<file path="src/rtl/mant_div_pkg.sv">
// rtl/mant_div_pkg.sv - shared types and sizing helper for the sequential mantissa divider
package mant_div_pkg;

  typedef enum logic [1:0] {
    RM_RNE = 2'b00,
    RM_RZ  = 2'b01,
    RM_RDN = 2'b10,
    RM_RUP = 2'b11
  } rm_t;

  typedef enum logic [1:0] {
    IDLE  = 2'b00,
    RUN   = 2'b01,
    ROUND = 2'b10,
    DONE  = 2'b11
  } state_t;

  // Integer bit, WIDTH fraction bits, guard bit and one spare for the q < 1 shift.
  function automatic int qbits_f(input int width);
    return width + 3;
  endfunction

endpackage

</file>
<file path="src/rtl/mant_round.sv">
// rtl/mant_round.sv - combinational IEEE rounding of a normalised fraction with guard/sticky
module mant_round
  import mant_div_pkg::*;
#(
  parameter int WIDTH = 23
) (
  input  logic [WIDTH-1:0] i_frac,
  input  logic             i_guard,
  input  logic             i_sticky,
  input  logic             i_sign,
  input  rm_t              i_rm,
  output logic [WIDTH-1:0] o_frac,
  output logic             o_carry,
  output logic             o_inexact
);

  logic w_inc;

  always_comb begin
    w_inc = 1'b0;
    unique case (i_rm)
      RM_RNE:  w_inc = i_guard & (i_sticky | i_frac[0]);
      RM_RZ:   w_inc = 1'b0;
      RM_RDN:  w_inc = i_sign & (i_guard | i_sticky);
      RM_RUP:  w_inc = ~i_sign & (i_guard | i_sticky);
      default: w_inc = 1'b0;
    endcase
  end

  assign {o_carry, o_frac} = {1'b0, i_frac} + {{WIDTH{1'b0}}, w_inc};
  assign o_inexact         = i_guard | i_sticky;

endmodule

</file>
<file path="src/rtl/mantissa_div_seq.sv">
// rtl/mantissa_div_seq.sv - radix-2 restoring (1.m1)/(1.m2) with rounding; MANT_DIV_EARLY_TERM_EN enables exact-remainder early exit
module mantissa_div_seq
  import mant_div_pkg::*;
#(
  parameter int WIDTH = 23
) (
  input  logic             clk,
  input  logic             reset,
  input  logic             in_valid,
  output logic             in_ready,
  input  logic [WIDTH-1:0] m1,
  input  logic [WIDTH-1:0] m2,
  input  logic             sign,
  input  logic [1:0]       rm,
  output logic             out_valid,
  input  logic             out_ready,
  output logic [WIDTH-1:0] m3,
  output logic             decrement_exponent,
  output logic             inexact
);

  localparam int QBITS = qbits_f(WIDTH);
  localparam int RW    = WIDTH + 3;
  localparam int CW    = $clog2(QBITS);

  state_t             r_state, w_state_next;
  logic [WIDTH+1:0]   r_y;
  logic [RW-1:0]      r_r;
  logic [QBITS-1:0]   r_q;
  logic [CW-1:0]      r_cnt;
  logic               r_sign;
  rm_t                r_rm;
  logic [WIDTH-1:0]   r_m3;
  logic               r_dec;
  logic               r_inexact;

  logic               w_ge;
  logic [RW-1:0]      w_diff;
  logic [RW-1:0]      w_r_next;
  logic [QBITS-1:0]   w_q_next;
  logic               w_early;
  logic [WIDTH-1:0]   w_frac;
  logic               w_guard;
  logic               w_sticky;
  logic               w_dec;
  logic [WIDTH-1:0]   w_frac_rnd;
  logic               w_carry;
  logic               w_inexact;

  // R stays below 2Y throughout, so RW bits hold R and both shifted candidates.
  assign w_ge     = (r_r >= {1'b0, r_y});
  assign w_diff   = r_r - {1'b0, r_y};
  assign w_r_next = w_ge ? (w_diff << 1) : (r_r << 1);
  assign w_q_next = {r_q[QBITS-2:0], w_ge};

`ifdef MANT_DIV_EARLY_TERM_EN
  assign w_early = w_ge && (w_diff == '0);
`else
  assign w_early = 1'b0;
`endif

  always_comb begin
    if (r_q[QBITS-1]) begin
      w_frac   = r_q[QBITS-2 -: WIDTH];
      w_guard  = r_q[1];
      w_sticky = r_q[0] | (|r_r);
      w_dec    = 1'b0;
    end else begin
      w_frac   = r_q[QBITS-3 -: WIDTH];
      w_guard  = r_q[0];
      w_sticky = |r_r;
      w_dec    = 1'b1;
    end
  end

  mant_round #(.WIDTH(WIDTH)) u_round (
    .i_frac    (w_frac),
    .i_guard   (w_guard),
    .i_sticky  (w_sticky),
    .i_sign    (r_sign),
    .i_rm      (r_rm),
    .o_frac    (w_frac_rnd),
    .o_carry   (w_carry),
    .o_inexact (w_inexact)
  );

  always_ff @(posedge clk or negedge reset) begin
    if (!reset) begin
      r_state <= IDLE;
    end else begin
      r_state <= w_state_next;
    end
  end

  always_comb begin
    w_state_next = r_state;
    in_ready     = 1'b0;
    out_valid    = 1'b0;
    case (r_state)
      IDLE: begin
        in_ready = 1'b1;
        if (in_valid) w_state_next = RUN;
      end
      RUN: begin
        if (w_early || (r_cnt == '0)) w_state_next = ROUND;
      end
      ROUND: w_state_next = DONE;
      DONE: begin
        out_valid = 1'b1;
        if (out_ready) w_state_next = IDLE;
      end
      default: w_state_next = IDLE;
    endcase
  end

  always_ff @(posedge clk or negedge reset) begin
    if (!reset) begin
      r_y       <= '0;
      r_r       <= '0;
      r_q       <= '0;
      r_cnt     <= '0;
      r_sign    <= 1'b0;
      r_rm      <= RM_RNE;
      r_m3      <= '0;
      r_dec     <= 1'b0;
      r_inexact <= 1'b0;
    end else begin
      case (r_state)
        IDLE: begin
          if (in_valid) begin
            r_y    <= {2'b01, m2};
            r_r    <= {1'b0, 2'b01, m1};
            r_q    <= '0;
            r_cnt  <= CW'(QBITS - 1);
            r_sign <= sign;
            r_rm   <= rm_t'(rm);
          end
        end
        RUN: begin
          r_r   <= w_r_next;
          // An exact zero remainder means every remaining quotient bit is 0.
          r_q   <= w_early ? (w_q_next << r_cnt) : w_q_next;
          r_cnt <= r_cnt - CW'(1);
        end
        ROUND: begin
          assert (!w_carry);
          r_m3      <= w_frac_rnd;
          r_dec     <= w_dec;
          r_inexact <= w_inexact;
        end
        default: ;
      endcase
    end
  end

  assign m3                 = r_m3;
  assign decrement_exponent = r_dec;
  assign inexact            = r_inexact;

endmodule
</file>
<file path="config.mk">
export PLATFORM = sky130hd
export DESIGN_NAME = mantissa_div_seq
export DESIGN_NICKNAME = d
export VERILOG_FILES = /design/src/rtl/mant_div_pkg.sv /design/src/rtl/mant_round.sv /design/src/rtl/mantissa_div_seq.sv
export SDC_FILE = /design/constraint.sdc
export NUM_CORES = 1
export LEC_CHECK = 0
export CORE_MARGIN = 1
export CORE_UTILIZATION = 45
export DETAILED_ROUTE_END_ITERATION = 10
export PLACE_DENSITY = 0.67
export SLEW_MARGIN = 30
export SYNTH_ARGS = -nofsm -noshare
export SYNTH_HDL_FRONTEND = slang
export SYNTH_SLANG_ARGS = --single-unit
</file>
<file path="constraint.sdc">
create_clock -name clk -period 6.35 [get_ports clk]
set_input_delay 1.5875 -clock clk [delete_from_list [all_inputs] [get_ports clk]]
set_output_delay 1.5875 -clock clk [all_outputs]
set_load 0.01 [all_outputs]
</file>
* Yosys cells after proc, flatten, opt, wreduce, memory -nomap -nowiden
Index checks and enable logic that the tools add are counted.
** Word-level totals
- Logic and storage cells :: 56
- Register bits after elaboration :: 111
- Output and inout port bits :: 27
** Cells by class
- Bitwise logic cells :: 7
- Reduce and logical (&&, ||, !) cells :: 8
- Equality and inequality tests :: 9
- Add/sub/neg operators :: 3
- $lt $le $gt $ge :: 1
- Muxes and demuxes :: 18
** Operator list (number)
- $pmux 26 s2 :: 2
- $mux 26 :: 3
- $ge 26x24->1 :: 1
- $reduce_or 26->1 :: 1
- $sub 25x24->25 :: 1
- $add 23x1->23 :: 1
- $mux 23 :: 1
- $pmux 5 s2 :: 1
- $eq 2x2->1 const B :: 4
- $pmux 2 s4 :: 1
- $mux 2 :: 3
- $ne 2x2->1 const B :: 3
- $logic_not 5->1 :: 1
- $mux 1 :: 5
- $mux 5 :: 1
- $sub 5x1->5 const B :: 1
- $eq 2x1->1 const B :: 2
- $logic_not 2->1 :: 2
- $pmux 1 s4 :: 1
- $reduce_and 2->1 :: 2
- $and 1x1->1 :: 3
- $or 1x1->1 :: 3
- $reduce_and 3->1 :: 1
- $reduce_bool 2->1 :: 1
- $not 1->1 :: 1

* Longest topological paths before layout
Gate-level depths: netlist (run 1).
- Depth in word-level cells :: 7
- Depth in mapped cells :: 18
- Depth with buffers taken out :: 15

* By module
From an unflattened synthesis (run 1), not the netlist that was laid out.
** Unflattened totals
- Cells, all modules :: 642
- Area, all modules :: 6786.5 um2
** Modules (own cells, without submodules)
- mantissa_div_seq :: cells each 569, times used 1, seq. area each 2777.7 um2, area each 6278.5 um2
- mant_round :: cells each 73, times used 1, seq. area each 0.0 um2, area each 508.0 um2

* Worst setup path before layout (run 1)
No wires, ideal clock.
- Path type :: register -> register
- Start :: reg r_q[25]
- End :: reg r_m3[20] (netlist: m3[20])
- Buffers on the path :: 4
- Required time :: 6225 ps
- Setup slack :: 2498 ps
- Library setup time :: 125 ps
- Arrival time :: 3728 ps
- Cell stages (with the launch flop) :: 18
- Period minus slack after synthesis :: 3852 ps
- Cells stage by stage :: dfrtp_1 -> buf_2 -> buf_4 -> clkbuf_1 -> buf_1 -> mux2i_1 -> o21ba_2 -> nor3_1 -> ha_1 -> ha_1 -> nand3_1 -> nor2_1 -> nand4_1 -> nor2_1 -> nand3_1 -> nor3b_1 -> xor2_1 -> mux2_2
** On the way
- Cells in the longest elaborated chain, start to end :: 5
** Ends and longest elaborated chain
- start: declaration :: RTL line mantissa_div_seq.sv:29 : logic [QBITS-1:0] r_q;
- start signal: assignment :: RTL line mantissa_div_seq.sv:142 : r_q <= w_early ? (w_q_next << r_cnt) : w_q_next;
- $mux 1 or $mux 23 (tied branches) :: RTL line mantissa_div_seq.sv:63 : if (r_q[QBITS-1]) begin
- $or 1x1->1 (on tied branches) :: RTL line mant_round.sv:24, mant_round.sv:25, mant_round.sv:22
- $and 1x1->1 (on tied branches) :: RTL line mant_round.sv:25, mant_round.sv:22, mant_round.sv:24
- $pmux 1 s4 :: RTL line mant_round.sv:21 : unique case (i_rm)
- $add 23x1->23 (*) :: RTL line mant_round.sv:30 : assign {o_carry, o_frac} = {1'b0, i_frac} + {{WIDTH{1'b0}}, w_inc};
- end signal: assignment :: RTL line mantissa_div_seq.sv:147 : r_m3 <= w_frac_rnd;
- end: declaration :: RTL line mantissa_div_seq.sv:33 : logic [WIDTH-1:0] r_m3;
Mark *: on every way between the ends. The rest lies on a longest branch, timed or not.
A chain may end at the register's enable or synchronous reset.

* Worst setup path after layout (run 1)
Ends and elaborated chain as after synthesis.

==> impl_metrics.yaml, run 1 <==
final_layout:
  filler_cell_count: 1275
  drive_above_1_share_pct: 10.3
  n_antenna_cell: 0
  area_delta_synth_final_pct: 17.2
  fin_nets: 855
floorplan:
  dieWidth_microns: 126
  die_h_microns: 126
  io_pins: 80
  rows: 44
  start_util_pct: 46.9
  die_area_sq_mm: 0.0159
  core_sq_mm: 0.0148
worst_setup_path:
  regToRegEndpoint: "m3[20]"
  arrival_ps: 4210
  required_ps: 6590
  crit_type: "flop to flop"
  endpoint_kind: "flop"
  r2r_start: "r_q[25]"
  critPathLaunchType: "flop"
  r2r_slack_ps: 2390
  path_max_fanout: 51
  reg2reg_depth: 15
clocking:
  clock_latency_ps: 360
  clockBufferDepth: 2
  postCtsSetupBuffers: 0
  ctsRootBufferMaster: "clkbuf_16"
  cts_tree: "yes"
  postCtsHoldBufs: 0
  clk_pin_slew_worst_paths_ps: 70
  cts_sinks: 111
  cts_max_level: 3
  cts_resized: 0
  numCtsBuffers: 9
detailed_routing:
  postRouteAntennaNets: 0
  wl_per_cell_microns: 16.9
  wirelength_microns: 16200
  vias_per_cell: 5.74
  vias: 5500
  first_pass_iters: 5
  remaining_drc_errors: 0
  drt_iter0_markers: 339
synth:
  synth_top_area_share_pct: 40.1
  synth_top_cell_by_area: "dfrtp_1"
  postSynth.asyncResetShare_pct: 100
  synth_edf_count: 0
  postSynthCellCount: 711
  synth_seq_cells: 111
  mappedNetlistArea_sq_mm: 0.00692
  syn_nets: 797
  ys_top_cells_by_area: "dfrtp_1, mux2_2, ha_1"
  ys.flop_type: "dfrtp_1"
  yosysSeqAreaShare_pct: 40.1
  synth_area_per_cell_sq_um: 9.73
  yosys_warnings: 0
  synth_cell_types: 57
placement:
  pre_cts_ws_ps: 2150
  port_buffers: 79
  dp_hpwl_microns: 11500
  gp_congestion: 0.899
power:
  total_power_mw: 4.05
  powerDensity_mw_per_mm2: 499
  ir_worst_vdd_uv: 300
  p_leak_nw: 3.49
hold_path:
  min_to: "r_y[23]"
  whs_path_depth: 2
  hold_class: "flop to flop"
  min-delay-start: "r_y[23]"
global_route:
  grt_pass1_wl_microns: 27800
  grt_use_met3_pct: 3.19
  use_met2_pct: 34.2
  busiest_layer: "met2"
  track_usage_pct: 21.8
  grt.overflow.total: 0
  antenna_found_initial: 0
  grt_util_met1_pct: 30.8
  grt_max_degree: 62
  grt_pass1_vias: 5521
run_status:
  outcome: "completed"
sta:
  fin_setup_tns_ps: 0
  timing.final.crit_share_pct: 62.4
  finalSetupViolCount: 0
  min_period_ps: 3960
  rsz0062_at_grt: "false"
  fin_skew_ps: 10.1
  fmax_ghz: 0.252
  maxSlewViolCount: 0
  setup_ws_ps: 2390
  hold_viol: 0
  relSlewSlack_pct: 39.9
  tightest_slew_ps: 896
run:
  cap_violations: 0
-- worst max path at each step --
stage,start,to,slack [ps]
finish,r_q[25],m3[20],2390
global route,r_q[25],m3[20],1950
CTS,r_q[25],m3[20],2130
detailed placement,r_q[25],m3[20],2150
global placement,r_q[25],m3[20],2390
floorplan,r_q[25],m3[20],2500
-- routing by layer --
| metal | share of wire, % | routed length, microns | up-vias |
|---|---|---|---|
| met2 | 46 | 7390 | 144 |
| met4 | 2.0 | 325 | 0 |
| met3 | 4.6 | 743 | 18 |
| met5 | 0 | 0 | - |
| li1 | - | - | 2660 |
| met1 | 48 | 7780 | 2678 |
-- critical path, stage by stage (launching register included) --
cell,delay [ps]
dfrtp_4,810
a211oi_1,140
nand4_1,150
nor3_1,70
o21ba_2,190
nor3_1,180
ha_1,240
ha_1,230
nand3_1,100
nor2_1,410
nand4_1,250
nor2_1,220
nand3_1,170
nor3b_1,300
xor2_1,100
mux2_2,270
-- cells in the final DEF (no fill, tap or decap), types with 9 or more instances in the layout --
master           instances
nor3_1                  10
inv_1                   43
nand3_1                 14
mux2i_1                 31
nand2_1                 58
a21oi_1                 37
a22o_1                  26
xnor2_1                 26
dfrtp_1                110
xor2_1                  26
nor2_1                  28
o21ai_0                 40
ha_1                    32
o21ai_1                  9
clkbuf_16                9
nor2b_1                 10
a22oi_1                 16
mux2_2                  47
a21o_1                  10
clkdlybuf4s50_1         78
-- state kept, by name, indices dropped and copies added (netlist names) --
name                flops
decrement_exponent      1
r_cnt                   5
r_y                    24
r_q                    26
r_state                 2
r_rm                    2
r_sign                  1
inexact                 1
r_r                    26
m3                     23
-- Yosys cell counts (all sizes together) (2+ instances only) --
cell type and number:
xnor2 26, a21oi 37, and2 6, and3 5, o21ai 50, nor3 11
clkbuf 31, nor3b 6, nand3 14, a21boi 3, dfrtp 111, o211ai 7
o22ai 6, a22oi 16, nand2b 8, inv 43, buf 8, o21bai 3
a21o 10, a211oi 9, nor4 7, nor2b 10, a2111oi 3, nand4 6
nand2 58, mux2 49, a22o 26, o31ai 2, or3 2, xor2 26
a31oi 5, nor2 29, o21a 3, ha 32, mux2i 31
-- through the flow --
step	std cells	area (sq um)	hold slack, ps	utilization, %
finish	958	8110	459	55.0
floorplan	711	6920	418	-
global route	958	8110	506	55.0
detailed placement	942	7820	439	53.0
global placement	942	7820	435	53.0
CTS	958	8110	455	55.0
-- power breakdown --
part | switching, mW | internal, mW
sequential | 0.176 | 0.918
combinational | 1.36 | 1.04
clock | 0.269 | 0.282
total | 1.81 | 2.24
-- cell type report --
class                      instances  area [sq um]  area share [%]
inverter                          43           161            1.99
timing repair buffer              86           841            10.4
multi-input combinational        518          3810            47.0
clock buffer                      11           243            2.99
clock inverter                     5          41.3           0.509
sequential                       111          2780            34.3
tap                              184           230            2.84
-- kinds of logic after synthesis --
group                    after synthesis  synth area share (%)
XOR/XNOR                              52                  6.58
AO/OA/AOI/OAI                        188                  18.2
adder cells (fa/ha/maj)               33                  6.08
AND/OR/NAND/NOR                      165                  11.6
buffers and inverters                 82                  4.81
flip-flops                           111                  40.1
multiplexers                          80                  12.6
Power figures use the tool's default switching activity.
==> inputs of run 2 (changes only) <==
- PLACE_DENSITY: 0.67 -> 0.7
- clock period: 6.35 -> 3.4 ns (I/O delays scaled with it)
==> impl_metrics.yaml, run 2 (same netlist as run 1, synthesis figures left out) <==
detailed_routing:
  wirelength_microns: 16700
  postRouteAntennaNets: 0
  vias_per_cell: 5.65
  drt_iter0_markers: 348
  vias: 5572
  wl_per_cell_microns: 17.0
  remaining_drc_errors: 0
  first_pass_iters: 5
sta:
  hold-worst-slack_ps: 468
  maxSlewViolCount: 0
  fmax_ghz: 0.315
  finalSetupViolCount: 0
  min_period_ps: 3180
  relSlewSlack_pct: 38.5
  fin_skew_ps: 9.75
  timing.final.crit_share_pct: 93.5
  tightest_slew_ps: 913
  hold_viol: 0
final_layout:
  final_common_cell: "dfrtp_1"
  drive_above_1_share_pct: 15.1
  n_antenna_cell: 0
  fin_nets: 883
  area_delta_synth_final_pct: 21.7
  final_core_utilization_pct: 57.1
  largestRegisters: "r_q: 26 flops, r_r: 26 flops, r_y: 24 flops"
  final_cell_mix: "dfrtp_1, clkdlybuf4s50_1, nand2_1"
clocking:
  clk_pin_slew_worst_paths_ps: 80
  cts_sinks: 111
  clock_latency_ps: 360
  cts_tree: "yes"
  ctsRootBufferMaster: "clkbuf_16"
  postCtsHoldBufs: 0
  clockBufferDepth: 2
  numCtsBuffers: 9
  cts_max_level: 3
worst_setup_path:
  regToRegEndpoint: "m3[20]"
  crit_start: "r_r[24]"
  endpoint_kind: "flop"
  crit_type: "flop to flop"
  reg2reg_depth: 15
  critPathLaunchType: "flop"
  path_max_fanout: 6
  arrival_ps: 3420
  slowest_delay_ps: 450
  r2r_slack_ps: 220
  path_cells: "a211oi_1 > nand4_1 > nor3_1 > o21ba_2 > nor3_2 > ha_2 > ha_2 > nand3_2 > nor2_4 > nand4_1 > nor2_2 > nand3_2 > nor3b_2 > xor2_1 > mux2_2"
  required_ps: 3640
  crit_end: "m3[20]"
  crit_slowest_cell: "dfrtp_1"
  r2r_start: "r_r[24]"
global_route:
  grt_util_met1_pct: 30.3
  use_met2_pct: 37.2
  grt_pass1_vias: 5724
  antenna_found_initial: 0
  track_usage_pct: 22.4
  grt.overflow.total: 0
  grt_use_met3_pct: 3.61
  busiest_layer: "met2"
  grt_pass1_wl_microns: 28500
  grt_max_degree: 65
placement:
  dp_hpwl_microns: 12300
  port_buffers: 79
  gp_congestion: 0.924
floorplan:
  die_area_sq_mm: 0.0159
  io_pins: 80
  die_h_microns: 126
  dieWidth_microns: 126
  core_sq_mm: 0.0148
  rows: 44
  start_util_pct: 46.9
power:
  ir_worst_vdd_uv: 473
  powerDensity_mw_per_mm2: 948
  p_leak_nw: 3.63
  total_power_mw: 7.98
run_status:
  outcome: "completed"
run:
  cap_violations: 0
hold_path:
  whs_path_depth: 2
  hold_class: "flop to flop"
[run 2: changes by cell type in the layout (fill, tap and decap cells not counted), sizes merged]
cell and change:
clkinv -1, clkbuf -1, bufinv +1, buf +28
inv +1
[run 2: metrics by stage]
stage	area, sq um	worst slack (ps)	cells	TNS (ps)
floorplan	6930	11.2	711	0
global placement	8000	81.5	964	0
detailed placement	8000	-53.0	964	-85.2
CTS	8320	5.03	980	0
global route	8420	-3.47	986	-3.47
finish	8420	223	986	0
[run 2: cell type report]
class	instances	area, sq um
Sequential cell	111	2780
Timing Repair Buffer	114	1050
Fill cell	1303	6330
Clock buffer	10	229
Inverter	43	161
Tap cell	184	230
Multi-Input combinational cell	518	3890
Clock inverter	6	77.6
[run 2: worst min path at each step]
stage | slack [ps] | endpoint | startpoint
4_1_cts | 470 | r_y[23] | r_y[23]
6_report | 470 | r_y[23] | r_y[23]
5_1_grt | 510 | r_y[23] | r_y[23]
3_3_place_gp | 430 | r_y[23] | r_y[23]
2_1_floorplan | 420 | r_y[23] | r_y[23]
3_5_place_dp | 450 | r_y[23] | r_y[23]
[run 2: critical path, delay by kind of cell, from the launching register on]
family / cells / cell delay (ps)
AND/OR/NAND/NOR: 9 / 1480
AO/OA/AOI/OAI: 2 / 310
flip-flops: 1 / 450
adder cells (fa/ha/maj): 2 / 450
XOR/XNOR: 1 / 90
multiplexers: 1 / 260
[run 2: what timing repair did]
item                                   4_1_cts  5_1_grt
endpoints found under the hold margin        0        0
setup endpoints to repair                    3       17
pin swaps                                    0        6
buffers inserted                             0        6
resized for setup                            3       11
[run 2: per-layer routing]
| layer | up-vias | share of wire, % |
|---|---|---|
| met4 | 0 | 1.2 |
| met2 | 148 | 48 |
| met5 | - | 0 |
| met3 | 16 | 3.8 |
| met1 | 2698 | 47 |
| li1 | 2710 | - |
[run 2: power breakdown]
| part | internal, mW | switching (mW) | total, mW |
|---|---|---|---|
| registers | 1.71 | 0.319 | 2.03 |
| clock network | 0.587 | 0.527 | 1.11 |
| logic | 2.16 | 2.68 | 4.83 |
==> inputs of run 3 (changes only) <==
- CORE_MARGIN: 1 -> not set
==> results of run 3 <==
Same layout as run 2: the final DEF is identical, and so are final timing and power.
